**src/rtl/tdm_1_to_4_demux.sv**
```systemverilog
// -----------------------------------------------------------------------------
// tdm_1_to_4_demux
//
// De-interleaves a TDM sample stream (slot order 0,1,2,3) into four parallel
// channels. Incoming samples fill a working buffer; each completed four-slot
// frame moves to a held output buffer that the consumer drains with a
// valid/ready handshake. There is no input backpressure, so a frame that
// completes while the output buffer is still full is dropped and flagged.
//
// Optional feature macro: DEMUX_SYNC_CHECK_EN
//   defined   : in_frame seen at a non-zero slot abandons the partial frame,
//               restarts at slot 0 with that sample, and pulses sync_err.
//   undefined : in_frame is ignored, the slot counter free-runs on in_valid,
//               and sync_err is tied low.
//
// Ports
//   clk        rising-edge clock
//   rst        asynchronous, active-high reset
//   in_data    incoming TDM sample (WIDTH bits)
//   in_valid   in_data valid this cycle
//   in_frame   marks in_data as slot 0 (only meaningful with in_valid)
//   out0..out3 channels 0..3 of the last completed frame
//   out_valid  a completed frame is held on out0..out3
//   out_ready  consumer accepts the held frame when out_valid && out_ready
//   slot       slot index the next accepted sample will fill (registered)
//   sync_err   one-cycle pulse: frame-start misalignment detected
//   overrun    one-cycle pulse: completed frame dropped, output buffer full
// -----------------------------------------------------------------------------
module tdm_1_to_4_demux #(
    parameter int WIDTH = 8
) (
    input  logic             clk,
    input  logic             rst,
    input  logic [WIDTH-1:0] in_data,
    input  logic             in_valid,
    input  logic             in_frame,
    output logic [WIDTH-1:0] out0,
    output logic [WIDTH-1:0] out1,
    output logic [WIDTH-1:0] out2,
    output logic [WIDTH-1:0] out3,
    output logic             out_valid,
    input  logic             out_ready,
    output logic [1:0]       slot,
    output logic             sync_err,
    output logic             overrun
);

    logic [1:0]       slot_q,      slot_d;
    logic [WIDTH-1:0] w_q   [4];
    logic [WIDTH-1:0] w_d   [4];
    logic [WIDTH-1:0] out_q [4];
    logic [WIDTH-1:0] out_d [4];
    logic             out_valid_q, out_valid_d;
    logic             sync_err_q,  sync_err_d;
    logic             overrun_q,   overrun_d;

    // Resynchronisation request: a frame start arriving anywhere but slot 0.
    logic             resync;

`ifdef DEMUX_SYNC_CHECK_EN
    assign resync = in_valid && in_frame && (slot_q != 2'd0);
`else
    logic unused_in_frame;
    assign unused_in_frame = in_frame;
    assign resync          = 1'b0;
`endif

    always_comb begin
        slot_d      = slot_q;
        w_d         = w_q;
        out_d       = out_q;
        out_valid_d = out_valid_q;
        sync_err_d  = 1'b0;
        overrun_d   = 1'b0;

        // Handshake first; a completion in the same cycle may re-set out_valid.
        if (out_valid_q && out_ready) begin
            out_valid_d = 1'b0;
        end

        if (in_valid) begin
            if (resync) begin
                // Partial frame abandoned; this sample starts a new frame.
                w_d[0]     = in_data;
                slot_d     = 2'd1;
                sync_err_d = 1'b1;
            end else begin
                w_d[slot_q] = in_data;
                slot_d      = slot_q + 2'd1;
                if (slot_q == 2'd3) begin
                    // Output buffer is free if empty or being drained this cycle.
                    if (!out_valid_q || out_ready) begin
                        out_d[0]    = w_q[0];
                        out_d[1]    = w_q[1];
                        out_d[2]    = w_q[2];
                        out_d[3]    = in_data;
                        out_valid_d = 1'b1;
                    end else begin
                        overrun_d = 1'b1;
                    end
                end
            end
        end
    end

    always_ff @(posedge clk or posedge rst) begin
        if (rst) begin
            slot_q      <= 2'd0;
            out_valid_q <= 1'b0;
            sync_err_q  <= 1'b0;
            overrun_q   <= 1'b0;
        end else begin
            slot_q      <= slot_d;
            out_valid_q <= out_valid_d;
            sync_err_q  <= sync_err_d;
            overrun_q   <= overrun_d;
        end
    end

    generate
        for (genvar gi = 0; gi < 4; gi++) begin : g_buf
            always_ff @(posedge clk or posedge rst) begin
                if (rst) begin
                    w_q[gi]   <= '0;
                    out_q[gi] <= '0;
                end else begin
                    w_q[gi]   <= w_d[gi];
                    out_q[gi] <= out_d[gi];
                end
            end
        end
    endgenerate

    assign out0      = out_q[0];
    assign out1      = out_q[1];
    assign out2      = out_q[2];
    assign out3      = out_q[3];
    assign out_valid = out_valid_q;
    assign slot      = slot_q;
    assign sync_err  = sync_err_q;
    assign overrun   = overrun_q;

endmodule

```
**config.mk**
```make
export PLATFORM = sky130hd
export DESIGN_NAME = tdm_1_to_4_demux
export DESIGN_NICKNAME = d
export VERILOG_FILES = /design/src/rtl/tdm_1_to_4_demux.sv
export SDC_FILE = /design/constraint.sdc
export NUM_CORES = 1
export LEC_CHECK = 0
export ABC_AREA = 1
export BUFFER_PORTS_ARGS = -buffer_cell sky130_fd_sc_hd__buf_2
export CAP_MARGIN = 10
export CORE_UTILIZATION = 55
export CTS_CLUSTER_DIAMETER = 80
export DETAILED_ROUTE_END_ITERATION = 7
export GPL_ROUTABILITY_DRIVEN = 0
export PLACE_DENSITY_LB_ADDON = 0.15
export SYNTH_ARGS = -nofsm -noshare
export SYNTH_HDL_FRONTEND = slang
export SYNTH_SLANG_ARGS = --single-unit
```
**constraint.sdc**
```tcl
create_clock -name clk -period 4.4 [get_ports clk]
set_input_delay 1.32 -clock clk [delete_from_list [all_inputs] [get_ports clk]]
set_output_delay 1.32 -clock clk [all_outputs]
set_load 0.01 [all_outputs]
```
==> impl_results.md <==
- Full die area: about 4600 um2
- CTS root buffer: clkbuf_8
- TritonCTS Buffers: 9
- Die height: just under 70 um
- Syn Area/Cell: 9.68 um2
- Most frequent cells in the layout: nand2_1, dfrtp_1, buf_2, nand3_1, o21ai_0
- Starting density of the core: 0.585
- Final setup vio count: 0
- Switching share of power: 0.359
- Placeable Area: 4090 um2
- Post-layout min period: about 2.3 ns
- Metal1 wirelength: 2160 um
- Area Growth Syn to Fin: 15.3%
- Sequential-to-total area share from yosys stat: 0.628
- Total negative slack: 0 ns
- Total grt overflow: 0
- Clock Sink Count: 60
- IO Pins: 50
- WS Path Type: in2reg
- Worst vdd ir: 0.445 mV
- Routed wl met3: about 190 um
- Hold Path Origin: out0[6]
- Pins over their slew limit: 0
- Ant. Diodes: 0
- Post-DR wirelength/cell: 13.0 um
- Wirelength, routed: approximately 4500 um
- HPWL Detailed: 2820 um
- Rel. slew slack: 0.422
- RSZ-0062 raised after global routing: no
- First-pass GRT wire length: between 7000 and 8000 um
- Worst skew pair latency: around 0.33 ns
- PortBufs: 47
- Critical path endpoint: out3[5]
- Pre-CTS setup slack: between 1.5 and 2 ns
- Reg2reg path depth: 6
- Worst-Margin Slew: 0.865 ns
- Finished layout cell area: roughly 2800 um2
- Worst min-delay path class: reg2reg
- DRC: 0
- Largest net degree at the start of global routing: 43
- Status: completed
- Commonest non-fill, non-tap cell in the layout: nand2_1
- Data required, critical path: between 4 and 5 ns
- Distinct cells, synth: 16
- Comb power frac: 0.303
- Crit. Startpoint: out_ready
- CTS H-Tree Depth: 3
- NumNets Final: slightly above 300
- Resize count post-CTS: 0
- Max layer used: met4
- Number of global-route vias before repair: about 1500
- Pre-antenna DRT Iters: 4
- Yosys warning count: 0
- CP startpoint kind: input port
- Die Wd: 67.9 um
- Post-route clock period utilization: 0.519
- Reg power frac: 0.479
- Crit-path max FO: 35
- DR vias/cell: 5.11
- Cell area after synthesis: about 2400 um2
- Final antenna-violating net count: 0
- Clock network power share: 0.218
- Internal: 1.23 mW
- Critical R2R Capture: out3[5]
- Clk buf depth: 2
- PD cells: 695 nW/um2
- P_leak: approximately 1.6 nW
- Flops & latches, synth: 60
- F_max: ~440 MHz
- Final Hold Fails: 0
- Worst Setup End Kind: flop
- FF/Latch Area: 1500 um2
- Multi-input logic area: 737 um2
- Initial DRC Count: 107
- Standard-cell rows: 23
- Hold buffer count at cts: 0
- Max Cap Viol: 0
- FF-to-FF setup slack: about 2.8 ns
- Cell Area, Placed: 2590 um2
- Total track usage: 0.222
- Syn_nets: 264
- Via count: ~1800
- TritonCTS clock tree: built
- P_sw: about 0.69 mW
- Post-CTS setup buffers: 0
- Clk_skew: between 0.004 and 0.005 ns
- Critical path data arrival time: approximately 2.5 ns
- Initial antenna violation count: 0
- Worst setup margin: around 2.1 ns
- Share of layout cells above drive strength 1: 0.229
- Wire length on met2: about 2100 um
- Filler instances: 355
- Cell count after synthesis: 247
- Worst r2r src: slot[0]
- Clock transition at path regs: about 0.06 ns
[metrics by stage]
stage / utilization / hold slack [ns] / std cells / total power [mW]
final: 0.675 / 0.463 / 347 / 1.92
after global routing: 0.675 / 0.495 / 347 / 2.07
after CTS: 0.675 / 0.468 / 347 / 1.93
after detailed placement: 0.635 / 0.453 / 331 / 1.51
after global placement: 0.635 / 0.450 / 331 / 1.49
after floorplan: - / 0.454 / 247 / 1.32
[state kept, by name (all words and copies together) (netlist names)]
register   flops
out0           8
slot           2
w_q           24
out2           8
out1           8
out_valid      1
out3           8
overrun        1
[worst min path at each step]
| stage | endpoint | slack (ns) | cells after the start |
|---|---|---|---|
| after floorplan | w_q[10] | 0.45 | 2 |
| after global placement | out3[6] | 0.45 | 2 |
| after detailed placement | out0[6] | 0.45 | 2 |
| after CTS | out0[6] | 0.47 | 2 |
| after global routing | out0[0] | 0.49 | 2 |
| final | out0[6] | 0.46 | 2 |
[cells in the mapped netlist (all sizes together)]
cell type | instances | share of area
nand3 | 32 | 0.067
conb | 1 | 0.0016
buf | 14 | 0.042
ha | 4 | 0.021
o21ai | 25 | 0.052
nand2 | 96 | 0.16
xor2 | 1 | 0.0037
dfrtp | 60 | 0.63
inv | 13 | 0.021
nor2 | 1 | 0.0016
[area by class of cell]
class / count / share of cell area
Multi-Input combinational cell: 160 / 0.267
Inverter: 13 / 0.0186
Clock inverter: 2 / 0.00363
Tap cell: 50 / 0.0227
Timing Repair Buffer: 48 / 0.0880
Clock buffer: 14 / 0.0554
Sequential cell: 60 / 0.544
[metal layers]
metal,track usage,vias to the layer above
met5,0,-
met2,0.336,42
met1,0.290,846
met3,0.0717,9
met4,0.102,0
li1,-,875
[power groups by stage]
| stage | logic, mW | registers (mW) | clock network, mW |
|---|---|---|---|
| final | 0.581 | 0.918 | 0.419 |
| after global routing | 0.676 | 0.946 | 0.447 |
| after CTS | 0.590 | 0.918 | 0.420 |
| after detailed placement | 0.590 | 0.924 | 0 |
| after global placement | 0.574 | 0.913 | 0 |
| after floorplan | 0.348 | 0.972 | 0 |
[worst max-delay path, stage by stage]
cell and delay [ns]:
buf_2 0.07, inv_1 0.04, nand2_2 0.51, nand2_4 0.35
nand2_1 0.15, nand2_1 0.05
[cell families (layout without fill, tap and decap cells)]
family | Yosys count | after routing | share of synthesized area
buffers and inverters | 27 | 77 | 0.0638
xor gates and xnor gates | 1 | 1 | 0.00366
AOI/OAI and AO/OA | 25 | 25 | 0.0523
other | 1 | 1 | 0.00157
adders and majority gates | 4 | 4 | 0.0209
DFF | 60 | 60 | 0.628
and+or+nand+nor | 129 | 129 | 0.230
Note: power is estimated with default switching activity, not from simulation.
